## src/rtl/punch_sched.sv

```systemverilog
// Four-requester round-robin front end feeding one shared two-stage compute pipeline.
// Results leave in acceptance order through a valid/ready response port.
module punch_sched #(
    parameter int W = 8
) (
    input  logic           clk,
    input  logic           reset_n,
    input  logic [3:0]     req_valid,
    output logic [3:0]     req_ready,
    input  logic [4*W-1:0] req_a,
    input  logic [4*W-1:0] req_b,
    output logic           resp_valid,
    input  logic           resp_ready,
    output logic [1:0]     resp_id,
    output logic [W-1:0]   resp_data,
    output logic           busy
);

    // Shared compute unit; all terms wrap at W bits.
    function automatic logic [W-1:0] punch_calc(input logic [W-1:0] a, input logic [W-1:0] b);
        logic [W-1:0] d1;
        logic [W-1:0] d2;
        logic [W-1:0] d3;
        d1 = a + b;
        d2 = ~(a & b);
        d3 = a + ~b;
        return d1 ^ d2 ^ d3;
    endfunction

    logic           s1_valid_r;
    logic [W-1:0]   s1_a_r;
    logic [W-1:0]   s1_b_r;
    logic [1:0]     s1_id_r;
    logic           s2_valid_r;
    logic [W-1:0]   s2_c_r;
    logic [1:0]     s2_id_r;
    logic [1:0]     ptr_r;

    logic           s2_adv_s;
    logic           s1_adv_s;
    logic [3:0]     rot_s;
    logic [1:0]     off_s;
    logic           found_s;
    logic [1:0]     grant_idx_s;
    logic [3:0]     req_ready_s;
    logic           hs_s;
    logic [W-1:0]   acc_a_s;
    logic [W-1:0]   acc_b_s;

    // Stall chain: S2 drains on resp_ready, S1 moves whenever S2 makes room.
    always_comb begin
        s2_adv_s = ~s2_valid_r | resp_ready;
        s1_adv_s = ~s1_valid_r | s2_adv_s;
    end

    // Rotate requests so the pointer lane sits at bit 0, then pick the lowest set bit.
    always_comb begin
        rot_s = 4'b0000;
        case (ptr_r)
            2'd0:    rot_s = req_valid;
            2'd1:    rot_s = {req_valid[0],   req_valid[3:1]};
            2'd2:    rot_s = {req_valid[1:0], req_valid[3:2]};
            2'd3:    rot_s = {req_valid[2:0], req_valid[3]};
            default: rot_s = 4'b0000;
        endcase
    end

    // Priority encode the rotated vector into an offset from the pointer.
    always_comb begin
        off_s   = 2'd0;
        found_s = 1'b1;
        casez (rot_s)
            4'b???1: off_s = 2'd0;
            4'b??10: off_s = 2'd1;
            4'b?100: off_s = 2'd2;
            4'b1000: off_s = 2'd3;
            default: begin
                off_s   = 2'd0;
                found_s = 1'b0;
            end
        endcase
    end

    // Grant is one-hot and suppressed while stalled or held in reset.
    always_comb begin
        grant_idx_s = ptr_r + off_s;
        if (found_s && s1_adv_s && reset_n) begin
            req_ready_s = 4'b0001 << grant_idx_s;
        end else begin
            req_ready_s = 4'b0000;
        end
        hs_s    = |(req_ready_s & req_valid);
        acc_a_s = req_a[grant_idx_s*W +: W];
        acc_b_s = req_b[grant_idx_s*W +: W];
    end

    assign req_ready = req_ready_s;

    // Round-robin pointer moves past the winner only on an actual handshake.
    always_ff @(posedge clk or negedge reset_n) begin
        if (!reset_n) begin
            ptr_r <= 2'd0;
        end else if (hs_s) begin
            ptr_r <= grant_idx_s + 2'd1;
        end
    end

    // Stage 1 captures the accepted operands and owner.
    always_ff @(posedge clk or negedge reset_n) begin
        if (!reset_n) begin
            s1_valid_r <= 1'b0;
            s1_a_r     <= {W{1'b0}};
            s1_b_r     <= {W{1'b0}};
            s1_id_r    <= 2'd0;
        end else if (s1_adv_s) begin
            s1_valid_r <= hs_s;
            if (hs_s) begin
                s1_a_r  <= acc_a_s;
                s1_b_r  <= acc_b_s;
                s1_id_r <= grant_idx_s;
            end
        end
    end

    // Stage 2 holds the computed result; frozen while downstream backpressures.
    always_ff @(posedge clk or negedge reset_n) begin
        if (!reset_n) begin
            s2_valid_r <= 1'b0;
            s2_c_r     <= {W{1'b0}};
            s2_id_r    <= 2'd0;
        end else if (s2_adv_s) begin
            s2_valid_r <= s1_valid_r;
            if (s1_valid_r) begin
                s2_c_r  <= punch_calc(s1_a_r, s1_b_r);
                s2_id_r <= s1_id_r;
            end
        end
    end

    assign resp_valid = s2_valid_r;
    assign resp_id    = s2_id_r;
    assign resp_data  = s2_c_r;
    assign busy       = s1_valid_r | s2_valid_r;

endmodule
```

## config.mk

```make
export PLATFORM = sky130hd
export DESIGN_NAME = punch_sched
export DESIGN_NICKNAME = d
export VERILOG_FILES = /design/src/rtl/punch_sched.sv
export SDC_FILE = /design/constraint.sdc
export NUM_CORES = 1
export LEC_CHECK = 0
export ABC_CLOCK_PERIOD_IN_PS = 3100
export BUFFER_PORTS_ARGS = -buffer_cell sky130_fd_sc_hd__buf_2
export CORE_MARGIN = 3
export CORE_UTILIZATION = 45
export DETAILED_ROUTE_END_ITERATION = 12
export GPL_ROUTABILITY_DRIVEN = 0
export PLACE_DENSITY = 0.67
export SYNTH_ARGS = -nofsm -noshare
export SYNTH_HDL_FRONTEND = slang
export SYNTH_SLANG_ARGS = --single-unit
export TNS_END_PERCENT = 1
```

## constraint.sdc

```tcl
create_clock -name clk -period 3.1 [get_ports clk]
set_input_delay 0.155 -clock clk [delete_from_list [all_inputs] [get_ports clk]]
set_output_delay 0.155 -clock clk [all_outputs]
set_load 0.05 [all_outputs]
```

==> metrics <==
outcome finished clean; number of synthesized flops with an enable pin 0; fin util a little under three fifths; synthesized area between 0.003 and 0.004 mm^2; skew final between 0.01 and 0.015 ns; Clock Latency Late Sink 0.29 ns; die area 0.00837 mm^2; Synth area leaders dfrtp_1, mux2i_1, nand2_1, ha_1, nor2_1; RSZ-0062 raised after global routing false; Net Count, Synth between 400 and 500; Rel. slew slack between 40 and 50%; r2r endpoint s1_id_r[0]$_DFFE_PN0P_; Global Route Usage Sum around a fifth; initial antenna violation count 0; Die H approximately 91 um; Final Hold Fails 0; Avg Synthesized Cell Area 8.06 um^2; RR Startpoint ptr_r[0]$_DFFE_PN0P_; worst hold start resp_ready; top-count cell post-synth nand2_1; Layout area overhead 21.0%; CTS tree yes; synth cell count leaders nand2_1, nor2_1, mux2i_1, o21ai_0, dfrtp_1; Die Span X approximately 91 um; Starting Density between 40% and 50%; min Tclk post-route between 2 and 3 ns; Post-CTS Setup Inserts 0; Via Count 3180; yosys warns 0; clock transition at the registers of the reported paths 0.07 ns; Cell Rows 30; Iteration-0 DRC Markers around 160; core area ~0.0069 mm^2; Crit Path Max Fanout 12; IO Port Bufs between 80 and 90; worst endpoint required time 2.94 ns; Synth Register Bits 32; first-pass GRT wire length 14500 um; Crit Path Class reg -> out; sum of negative setup slack 0 ns; crit end category output port; Mapped Cells slightly above 400; aggregate global routing overflow 0; WL per Instance 14.6 um; top cell type by total area after synthesis dfrtp_1; # diodes 0; Post-DP HPWL roughly 6700 um; critical path launch point type flop; Routed WL 8630 um; endpoints failing setup 0; flop2flop setup slack 0.31 ns; post-route ant nets 0; hold path depth 3; Final #Nets around 580; CTS Sinks 32; top_reg_cell synth dfrtp_1; sink of the worst hold path resp_valid$_DFFE_PN0P_; fin. max-slew vios 0; count of unique library cells instantiated by Yosys 52; Root Driver clkbuf_8; max_cap viols 0; fraction of registers with async set/reset 100%; DRT Pass-1 Iters 4; Final period util 90.1%; I/O Pins 87; FF-to-FF path depth 12; vias in the first global route just over 3000; crit path DAT between 2 and 3 ns; CTS HTree Levels 2; post-DR vias/cell 5.39; sequential area share after synthesis about a quarter; Clock Tree Buf Depth 2; DRC viols 0; top-area cell type share of the netlist area between 20% and 30%; min-delay worst type in -> reg; share of cells above drive strength 1 approximately 29%; largest net degree at the start of global routing 33; worst slew pin tran 0.789 ns; Num CTS Buffers 5; FMAX around 0.36 GHz
[per-layer routing]
metal / part of all wire, % / up-vias / GRT usage [%] / wire length (um)
met2: 45 / 156 / 33.5 / 3840
li1: - / 1591 / - / -
met4: 1.8 / 0 / 6.16 / 155
met5: 0 / - / 0 / 0
met1: 46 / 1420 / 29.3 / 3930
met3: 8.1 / 13 / 3.48 / 699
[metrics by stage]
stage	hold WS (ns)	cells	area, um^2	worst slack, ns
after floorplan	-0.141	408	3290	0.236
after global placement	0.226	581	3870	0.344
after detailed placement	0.231	581	3870	0.304
after CTS	0.189	590	3970	0.202
after global routing	0.211	590	3980	0.0609
final	0.192	590	3980	0.307
[logic make-up (layout without fill, tap and decap cells)]
logic type	Yosys count	in the layout	share of synthesized area, %
compound gates	83	83	18.7
xor+xnor	14	14	3.73
fa+ha+maj	17	17	6.93
buf+inv	40	126	5.79
flops	32	32	24.4
mux	54	54	18.4
simple gates	168	168	22.2
[placed cells by master (no fill, tap or decap), types with 3 or more instances in the layout]
master / instances
a21oi_1: 9
mux2_4: 10
clkbuf_8: 5
nand2_1: 80
buf_4: 17
nand3_1: 18
buf_2: 86
inv_1: 13
xnor2_1: 10
nand2b_1: 3
mux2i_1: 33
nor2_1: 49
mux2_2: 3
o21ai_0: 33
ha_1: 15
mux2_1: 8
nor3_1: 3
a21o_1: 4
dfrtp_1: 32
a311oi_1: 17
[timing repair]
action	CTS	global route
hold endpoints to repair	32	0
resized for setup	0	1
endpoints found under the setup margin	0	1
hold buffers	1	0
[worst max-delay path by stage]
stage | startpoint | end | slack, ns
global placement | ptr_r[0]$_DFFE_PN0P_ | s1_b_r[1]$_DFFE_PN0P_ | 0.34
floorplan | ptr_r[0]$_DFFE_PN0P_ | req_ready[3] | 0.24
CTS | ptr_r[0]$_DFFE_PN0P_ | req_ready[2] | 0.20
global route | ptr_r[0]$_DFFE_PN0P_ | req_ready[2] | 0.06
finish | ptr_r[0]$_DFFE_PN0P_ | req_ready[2] | 0.31
detailed placement | ptr_r[0]$_DFFE_PN0P_ | s1_b_r[7]$_DFFE_PN0P_ | 0.30
[critical path, stage by stage (launching register included)]
cell	delay, ns
dfrtp_1	0.56
nor2_1	0.09
nand2_1	0.07
o211ai_1	0.08
o21ai_0	0.08
nand2_1	0.10
ha_1	0.25
xnor2_2	0.22
nor3_4	0.31
nor2_1	0.14
nor3_2	0.17
buf_2	0.28
[sequential cells by signal, indices dropped and copies added, names as in the netlist]
register    count
s1_b_r          8
resp_valid      1
resp_data       8
s1_a_r          8
resp_id         2
s1_valid_r      1
s1_id_r         2
ptr_r           2
[cell type report]
type / instances / area (um^2)
clock buffers: 5 / 68.8
clock inverters: 3 / 23.8
fillers: 644 / 2970
inverters: 13 / 48.8
multi-input cells: 336 / 2330
flip-flops and latches: 32 / 801
well taps: 96 / 120
repair buffers: 105 / 588
Power is not shown: default switching activity piles up to over one toggle a cycle in this logic, so the estimate is an artifact.
